===== src/rtl/carrier_wipeoff_accum_if.sv =====
// Sample/DDS input bundle and dumped-sum output bundle for the carrier wipe-off integrator.
// The master side drives samples and window length; the slave side returns the I/Q dumps.
interface carrier_wipeoff_accum_if #(
  parameter int IN_WIDTH  = 3,
  parameter int OUT_WIDTH = 24,
  parameter int LEN_WIDTH = 16
);
  logic                        en;
  logic signed [IN_WIDTH-1:0]  in_i;
  logic signed [IN_WIDTH-1:0]  in_q;
  logic signed [2:0]           sin;
  logic signed [2:0]           cos;
  logic [LEN_WIDTH-1:0]        acc_len;
  logic signed [OUT_WIDTH-1:0] acc_i;
  logic signed [OUT_WIDTH-1:0] acc_q;
  logic                        valid;
  logic                        overflow;

  modport master (
    output en, in_i, in_q, sin, cos, acc_len,
    input  acc_i, acc_q, valid, overflow
  );

  modport slave (
    input  en, in_i, in_q, sin, cos, acc_len,
    output acc_i, acc_q, valid, overflow
  );
endinterface


===== src/rtl/carrier_wipeoff_accum.sv =====
// Complex mix of samples by e^(-j*phi) from the DDS sin/cos, then integrate-and-dump over
// a programmable window. Any en drop discards the partial window to stay phase-aligned.
module carrier_wipeoff_accum #(
  parameter int IN_WIDTH  = 3,
  parameter int OUT_WIDTH = 24,
  parameter int LEN_WIDTH = 16
) (
  input  logic                     clk,
  input  logic                     syn_reset,
  carrier_wipeoff_accum_if.slave   bus
);
  localparam int PW = IN_WIDTH + 3;
  localparam int MW = IN_WIDTH + 4;

  // vld_pipe[0] = en_d1 (products valid), vld_pipe[1] = en_d2 (mixed samples valid)
  logic [1:0] vld_pipe_q, vld_pipe_d;

  logic signed [PW-1:0] p_ic_q, p_ic_d;
  logic signed [PW-1:0] p_qs_q, p_qs_d;
  logic signed [PW-1:0] p_qc_q, p_qc_d;
  logic signed [PW-1:0] p_is_q, p_is_d;

  logic signed [MW-1:0] mi_q, mi_d;
  logic signed [MW-1:0] mq_q, mq_d;

  logic signed [OUT_WIDTH-1:0] sum_i_q, sum_i_d;
  logic signed [OUT_WIDTH-1:0] sum_q_q, sum_q_d;
  logic [LEN_WIDTH-1:0]        cnt_q, cnt_d;
  logic [LEN_WIDTH-1:0]        len_q, len_d;

  logic signed [OUT_WIDTH-1:0] dump_i_q, dump_i_d;
  logic signed [OUT_WIDTH-1:0] dump_q_q, dump_q_d;
  logic                        dump_vld_q, dump_vld_d;

  logic signed [OUT_WIDTH-1:0] acc_i_q, acc_i_d;
  logic signed [OUT_WIDTH-1:0] acc_q_q, acc_q_d;
  logic                        valid_q, valid_d;
  logic                        ovf_q, ovf_d;

  logic signed [OUT_WIDTH-1:0] ext_i, ext_q, add_i, add_q;
  logic [LEN_WIDTH-1:0]        cur_len;
  logic                        ovf_i, ovf_q_ch;

  // Stage 1: full-precision products, loaded only on valid samples
  always_comb begin
    p_ic_d = p_ic_q;
    p_qs_d = p_qs_q;
    p_qc_d = p_qc_q;
    p_is_d = p_is_q;
    if (bus.en) begin
      p_ic_d = PW'(bus.in_i) * PW'(bus.cos);
      p_qs_d = PW'(bus.in_q) * PW'(bus.sin);
      p_qc_d = PW'(bus.in_q) * PW'(bus.cos);
      p_is_d = PW'(bus.in_i) * PW'(bus.sin);
    end
  end

  // Stage 2: multiply by conjugate phasor, one extra bit keeps the sum exact
  always_comb begin
    mi_d = mi_q;
    mq_d = mq_q;
    if (vld_pipe_q[0]) begin
      mi_d = MW'(p_ic_q) + MW'(p_qs_q);
      mq_d = MW'(p_qc_q) - MW'(p_is_q);
    end
  end

  always_comb begin
    vld_pipe_d = {vld_pipe_q[0], bus.en};
  end

  // Stage 3: integrate and dump
  always_comb begin
    ext_i   = OUT_WIDTH'(mi_q);
    ext_q   = OUT_WIDTH'(mq_q);
    add_i   = sum_i_q + ext_i;
    add_q   = sum_q_q + ext_q;
    ovf_i    = (sum_i_q[OUT_WIDTH-1] == ext_i[OUT_WIDTH-1]) &&
               (add_i[OUT_WIDTH-1]   != sum_i_q[OUT_WIDTH-1]);
    ovf_q_ch = (sum_q_q[OUT_WIDTH-1] == ext_q[OUT_WIDTH-1]) &&
               (add_q[OUT_WIDTH-1]   != sum_q_q[OUT_WIDTH-1]);
    // window length is sampled only at window start; zero behaves as one
    if (cnt_q == '0)
      cur_len = (bus.acc_len == '0) ? LEN_WIDTH'(1) : bus.acc_len;
    else
      cur_len = len_q;

    sum_i_d    = sum_i_q;
    sum_q_d    = sum_q_q;
    cnt_d      = cnt_q;
    len_d      = len_q;
    dump_i_d   = dump_i_q;
    dump_q_d   = dump_q_q;
    dump_vld_d = 1'b0;
    ovf_d      = ovf_q;

    if (!vld_pipe_q[1]) begin
      sum_i_d = '0;
      sum_q_d = '0;
      cnt_d   = '0;
    end else begin
      len_d = cur_len;
      if (ovf_i || ovf_q_ch) ovf_d = 1'b1;
      if (cnt_q == cur_len - LEN_WIDTH'(1)) begin
        dump_i_d   = add_i;
        dump_q_d   = add_q;
        dump_vld_d = 1'b1;
        sum_i_d    = '0;
        sum_q_d    = '0;
        cnt_d      = '0;
      end else begin
        sum_i_d = add_i;
        sum_q_d = add_q;
        cnt_d   = cnt_q + LEN_WIDTH'(1);
      end
    end
  end

  // Output register: last sample at edge E shows valid after edge E+3
  always_comb begin
    acc_i_d = acc_i_q;
    acc_q_d = acc_q_q;
    valid_d = dump_vld_q;
    if (dump_vld_q) begin
      acc_i_d = dump_i_q;
      acc_q_d = dump_q_q;
    end
  end

  always_ff @(posedge clk) begin
    if (syn_reset) begin
      vld_pipe_q <= '0;
      p_ic_q     <= '0;
      p_qs_q     <= '0;
      p_qc_q     <= '0;
      p_is_q     <= '0;
      mi_q       <= '0;
      mq_q       <= '0;
      sum_i_q    <= '0;
      sum_q_q    <= '0;
      cnt_q      <= '0;
      len_q      <= '0;
      dump_i_q   <= '0;
      dump_q_q   <= '0;
      dump_vld_q <= 1'b0;
      acc_i_q    <= '0;
      acc_q_q    <= '0;
      valid_q    <= 1'b0;
      ovf_q      <= 1'b0;
    end else begin
      vld_pipe_q <= vld_pipe_d;
      p_ic_q     <= p_ic_d;
      p_qs_q     <= p_qs_d;
      p_qc_q     <= p_qc_d;
      p_is_q     <= p_is_d;
      mi_q       <= mi_d;
      mq_q       <= mq_d;
      sum_i_q    <= sum_i_d;
      sum_q_q    <= sum_q_d;
      cnt_q      <= cnt_d;
      len_q      <= len_d;
      dump_i_q   <= dump_i_d;
      dump_q_q   <= dump_q_d;
      dump_vld_q <= dump_vld_d;
      acc_i_q    <= acc_i_d;
      acc_q_q    <= acc_q_d;
      valid_q    <= valid_d;
      ovf_q      <= ovf_d;
    end
  end

  assign bus.acc_i    = acc_i_q;
  assign bus.acc_q    = acc_q_q;
  assign bus.valid    = valid_q;
  assign bus.overflow = ovf_q;

endmodule


===== src/flat_wrapper.sv =====
// flat-port wrapper written by rule: the top's interface ports become plain ports
module carrier_wipeoff_accum_flat 
#(
  parameter int IN_WIDTH  = 3,
  parameter int OUT_WIDTH = 24,
  parameter int LEN_WIDTH = 16
)
  (clk, syn_reset, bus_en, bus_in_i, bus_in_q, bus_sin, bus_cos, bus_acc_len, bus_acc_i, bus_acc_q, bus_valid, bus_overflow);
  carrier_wipeoff_accum_if #(.IN_WIDTH(IN_WIDTH), .OUT_WIDTH(OUT_WIDTH), .LEN_WIDTH(LEN_WIDTH)) bus_i ();
  input  logic clk;
  input  logic syn_reset;
  input wire logic [$bits(bus_i.en)-1:0] bus_en;
  input wire logic [$bits(bus_i.in_i)-1:0] bus_in_i;
  input wire logic [$bits(bus_i.in_q)-1:0] bus_in_q;
  input wire logic [$bits(bus_i.sin)-1:0] bus_sin;
  input wire logic [$bits(bus_i.cos)-1:0] bus_cos;
  input wire logic [$bits(bus_i.acc_len)-1:0] bus_acc_len;
  output wire logic [$bits(bus_i.acc_i)-1:0] bus_acc_i;
  output wire logic [$bits(bus_i.acc_q)-1:0] bus_acc_q;
  output wire logic [$bits(bus_i.valid)-1:0] bus_valid;
  output wire logic [$bits(bus_i.overflow)-1:0] bus_overflow;
  assign bus_i.en = bus_en;
  assign bus_i.in_i = bus_in_i;
  assign bus_i.in_q = bus_in_q;
  assign bus_i.sin = bus_sin;
  assign bus_i.cos = bus_cos;
  assign bus_i.acc_len = bus_acc_len;
  assign bus_acc_i = bus_i.acc_i;
  assign bus_acc_q = bus_i.acc_q;
  assign bus_valid = bus_i.valid;
  assign bus_overflow = bus_i.overflow;
  carrier_wipeoff_accum #(.IN_WIDTH(IN_WIDTH), .OUT_WIDTH(OUT_WIDTH), .LEN_WIDTH(LEN_WIDTH)) u_core (.clk(clk), .syn_reset(syn_reset), .bus(bus_i));
endmodule

===== config.mk =====
export PLATFORM = sky130hd
export DESIGN_NAME = carrier_wipeoff_accum_flat
export DESIGN_NICKNAME = d
export VERILOG_FILES = /design/src/rtl/carrier_wipeoff_accum_if.sv /design/src/rtl/carrier_wipeoff_accum.sv /design/src/flat_wrapper.sv
export SDC_FILE = /design/constraint.sdc
export NUM_CORES = 1
export LEC_CHECK = 0
export CAP_MARGIN = 25
export CORE_ASPECT_RATIO = 0.8
export CORE_MARGIN = 2
export CORE_UTILIZATION = 40
export CTS_CLUSTER_SIZE = 30
export DETAILED_ROUTE_END_ITERATION = 7
export SYNTH_ARGS = -nofsm -noshare
export SYNTH_HDL_FRONTEND = slang
export SYNTH_SLANG_ARGS = --single-unit

===== constraint.sdc =====
create_clock -name clk -period 4.1 [get_ports clk]
set_input_delay 0.82 -clock clk [delete_from_list [all_inputs] [get_ports clk]]
set_output_delay 0.82 -clock clk [all_outputs]
set_load 0.02 [all_outputs]

==> key figures <==
Worst setup path
  – Critical-path cell list: inv_1 > ha_1 > nor4b_4 > and4_4 > mux2i_4 > ha_2 > inv_1 > or3_4 > mux2_4 > and4_4 > o32ai_4 > a31oi_2 > nand4_1 > buf_6 > buf_12 > nor3_1 > a31o_2
  – Capturing element type of the critical path: flop
  – Top delay family on crit path: simple AND/OR/NAND/NOR gates
  – Critical path's slowest cell: or3_4
  – Critical path class: reg -> reg
  – Max FO, Critical Path: 7
  – Worst path bufs/invs: 4
  – Critical Path RT: 4.52 ns
  – Arrival time at the worst endpoint: 4.36 ns
  – Crit path launch type: flop
  – Largest incremental delay on the critical path: 0.34 ns

CTS
  – Sink Count: 219
  – Clock latency at the later pin of the worst-skew pair: 0.53 ns
  – Clock input transition at the sequential cells of the worst setup and hold paths: 0.06 ns
  – H-tree level count: 1
  – Clock buffers created by TritonCTS: 24
  – Clock tree root buffer cell: clkbuf_16
  – TritonCTS clock tree: built
  – Max clock buf depth: 3

Floorplan
  – Initial Utilization: 40.9%
  – Site Rows: 56
  – Number of placed I/O pins: 81
  – Die width: 198 µm
  – Core ar.: 29,500 µm²
  – Height of the die: 159 µm
  – Die Footprint: 31,600 µm²

Finish
  – Share of cells above drive strength 1: 13.0%
  – Area added between synthesis and finish: 24.6%
  – Area used by sequential logic in the layout: 4390 µm²
  – Final-layout fill cell count: 2,745
  – Fraction of the core area covered by cells at the end of the flow: 51.0%
  – Final net count: 1,632
  – Total area of multi-input combinational cells: 7390 µm²
  – Most frequent cells in the layout: 217 x dfxtp_1, 200 x nor2_1, 87 x mux2i_1, 81 x nand2_1, 80 x ha_1
  – Most common library cell in the layout ignoring fill and taps: dfxtp_1
  – Diode count: 0
  – Final Non-Filler Cells: 1,924

Pwr
  – PD cells: 349 nW/µm²
  – Leakage power figure: 6.13 nW
  – Worst vdd rail ir drop: 296 µV
  – Design Power: 0.00525 W

Timing
  – Measured slew at the worst slew-check pin: 0.967 ns
  – Max Clk Rate: 254 MHz
  – Smallest setup slack after layout: 0.159 ns
  – Count of pins over their slew limit: 0
  – Min Hold Slack: 0.471 ns
  – Fin crit share: 96.1%
  – Post-layout minimum cycle time: 3.94 ns
  – Final setup violation count: 0
  – Relative slew margins: 35.3%
  – Clock skew: 0.0175 ns
  – Fin. Hold Viols: 0

GRT
  – Number of antenna violations at the first check in global routing: 0
  – Vias in the first global route: 9,338
  – GRT Residual Overflow: 0
  – Pin count of the biggest net entering global routing: 156
  – Overall track demand over capacity in global routing: 17.7%
  – Wire length of the first global-routing pass: 46,900 µm

Synthesis
  – Post-synthesis sequential area ratio: 36.3%
  – Syn_nets: 1,502
  – Cell area after synthesis: 12,100 µm²
  – Dominant synthesized flop cell: dfxtp_1
  – Synth warn: 0
  – Synth area leaders: dfxtp_1 36%, ha_1 8.4%, mux2i_1 7.4%, nor2_1 6.2%, xnor2_1 3.8%
  – Post-synthesis cell type count: 64
  – Number of cells produced by synthesis: 1,370
  – Yosys reg bits: 219
  – Synthesized area per cell: 8.81 µm²
  – Yosys top cell area share: 36.3%
  – Number of enable-type register cells in the synthesized netlist: 0
  – Synth async-reset ratio: 0%
  – Synth area leader: dfxtp_1

Routing
  – Number of nets still failing antenna checks after routing: 0
  – Residual DRC: 0
  – Via-to-Cell Ratio: 5.16
  – Starting DRC count in detailed routing: 498
  – Vias: 9,925
  – WL/cell: 14.9 µm
  – First-pass DRT Iterations: 5
  – Final routed wirelength across all metal layers: 28,700 µm

Place
  – Final weighted congestion of routability-driven global placement: 0.894
  – Count of buffers inserted at the top-level ports: 80
  – Place WS: -0.711 ns
  – HPWL Detailed: 20,400 µm
  – Cell count after placement: 1,869

Run status
  – Run status: finished clean

Worst hold path
  – Type of the most critical hold path: reg -> reg

Run
  – Count of max-cap constraint violations: 0
==> tightest hold or removal path: cells and delay by family, from the launching register on <==
kind	cells	cell delay [ns]
compound gates	1	0.05
flops	1	0.31
simple gates	1	0.06
==> cells by family (layout without fill, tap and decap cells) <==
| family | count (synthesis) | in the layout | synth area share (%) |
|---|---|---|---|
| xor+xnor | 90 | 90 | 6.53 |
| fa+ha+maj | 101 | 101 | 11.7 |
| flops | 219 | 219 | 36.3 |
| compound gates | 251 | 251 | 14.1 |
| buf+inv | 128 | 276 | 4.45 |
| mux | 91 | 91 | 7.57 |
| simple gates | 490 | 490 | 19.3 |
==> synth_stat cells, types with 19 or more instances <==
| cell | number |
|---|---|
| o21ai_0 | 32 |
| nor2_1 | 200 |
| nand2b_1 | 31 |
| xnor2_1 | 53 |
| nand2_1 | 81 |
| dfxtp_1 | 219 |
| ha_1 | 81 |
| nand3_1 | 69 |
| xor2_1 | 37 |
| mux2i_1 | 89 |
| nor3_1 | 26 |
| fa_1 | 20 |
| clkbuf_1 | 34 |
| a21oi_1 | 69 |
| o31ai_1 | 34 |
| inv_1 | 60 |
| a21o_1 | 19 |
==> worst paths after layout <==
| kind | start | end | slack (ns) | cells after the start |
|---|---|---|---|---|
| worst max register to register | u_core.cnt_q[1] | u_core.dump_q_q[20] | 0.16 | 17 |
| worst min-delay path | u_core.dump_i_q[9] | u_core.dump_i_q[9] | 0.47 | 2 |
| worst min register to register | u_core.dump_i_q[9] | u_core.dump_i_q[9] | 0.47 | 2 |
| worst max-delay path | u_core.cnt_q[1] | u_core.dump_q_q[20] | 0.16 | 17 |
==> state kept, by name, indices dropped and copies added, names as in the netlist, 7 cells and up <==
| signal | flops |
|---|---|
| u_core.bus.acc_i | 24 |
| u_core.bus.acc_q | 24 |
| u_core.cnt_q | 16 |
| u_core.dump_i_q | 24 |
| u_core.dump_q_q | 24 |
| u_core.len_q | 16 |
| u_core.mi_q | 7 |
| u_core.mq_q | 7 |
| u_core.sum_i_q | 24 |
| u_core.sum_q_q | 24 |
==> cell type report <==
| cell class | instances | area share, % |
|---|---|---|
| clock buffer | 31 | 4.43 |
| tap | 406 | 3.38 |
| sequential | 219 | 29.2 |
| timing repair buffer | 171 | 11.1 |
| inverter | 61 | 1.52 |
| clock inverter | 13 | 1.21 |
| multi-input combinational | 1023 | 49.2 |
==> report_power, final <==
part	total (W)	leakage (nW)	internal, W	switching (W)
Sequential	0.00223	1.77	0.00218	0.0000512
Clock	0.00230	0.420	0.00140	0.000896
Combinational	0.000722	3.94	0.000323	0.000399
Total	0.00525	6.13	0.00391	0.00135
==> repair_timing <==
item | in CTS | in global routing
hold buffers | 0 | 0
gates cloned | 1 | 6
buffers inserted | 2 | 3
pin swaps | 7 | 16
endpoints found under the setup margin | 93 | 111
resized for setup | 12 | 43
==> per-stage QoR <==
stage / area [µm²] / TNS [ns]
final: 15000 / 0
after floorplan: 12100 / 0
after global routing: 15000 / -0.0155
after detailed placement: 13800 / -62.89
after global placement: 13700 / -53.35
after CTS: 14700 / 0
==> routing by layer <==
layer | vias up | routed length, µm | global-route usage [%]
met5 | - | 0 | 0
met1 | 4612 | 15100 | 26.9
met4 | 0 | 496 | 3.35
met3 | 34 | 1150 | 2.22
met2 | 178 | 12000 | 26.7
li1 | 5101 | - | -
Power figures use the tool's default switching activity.
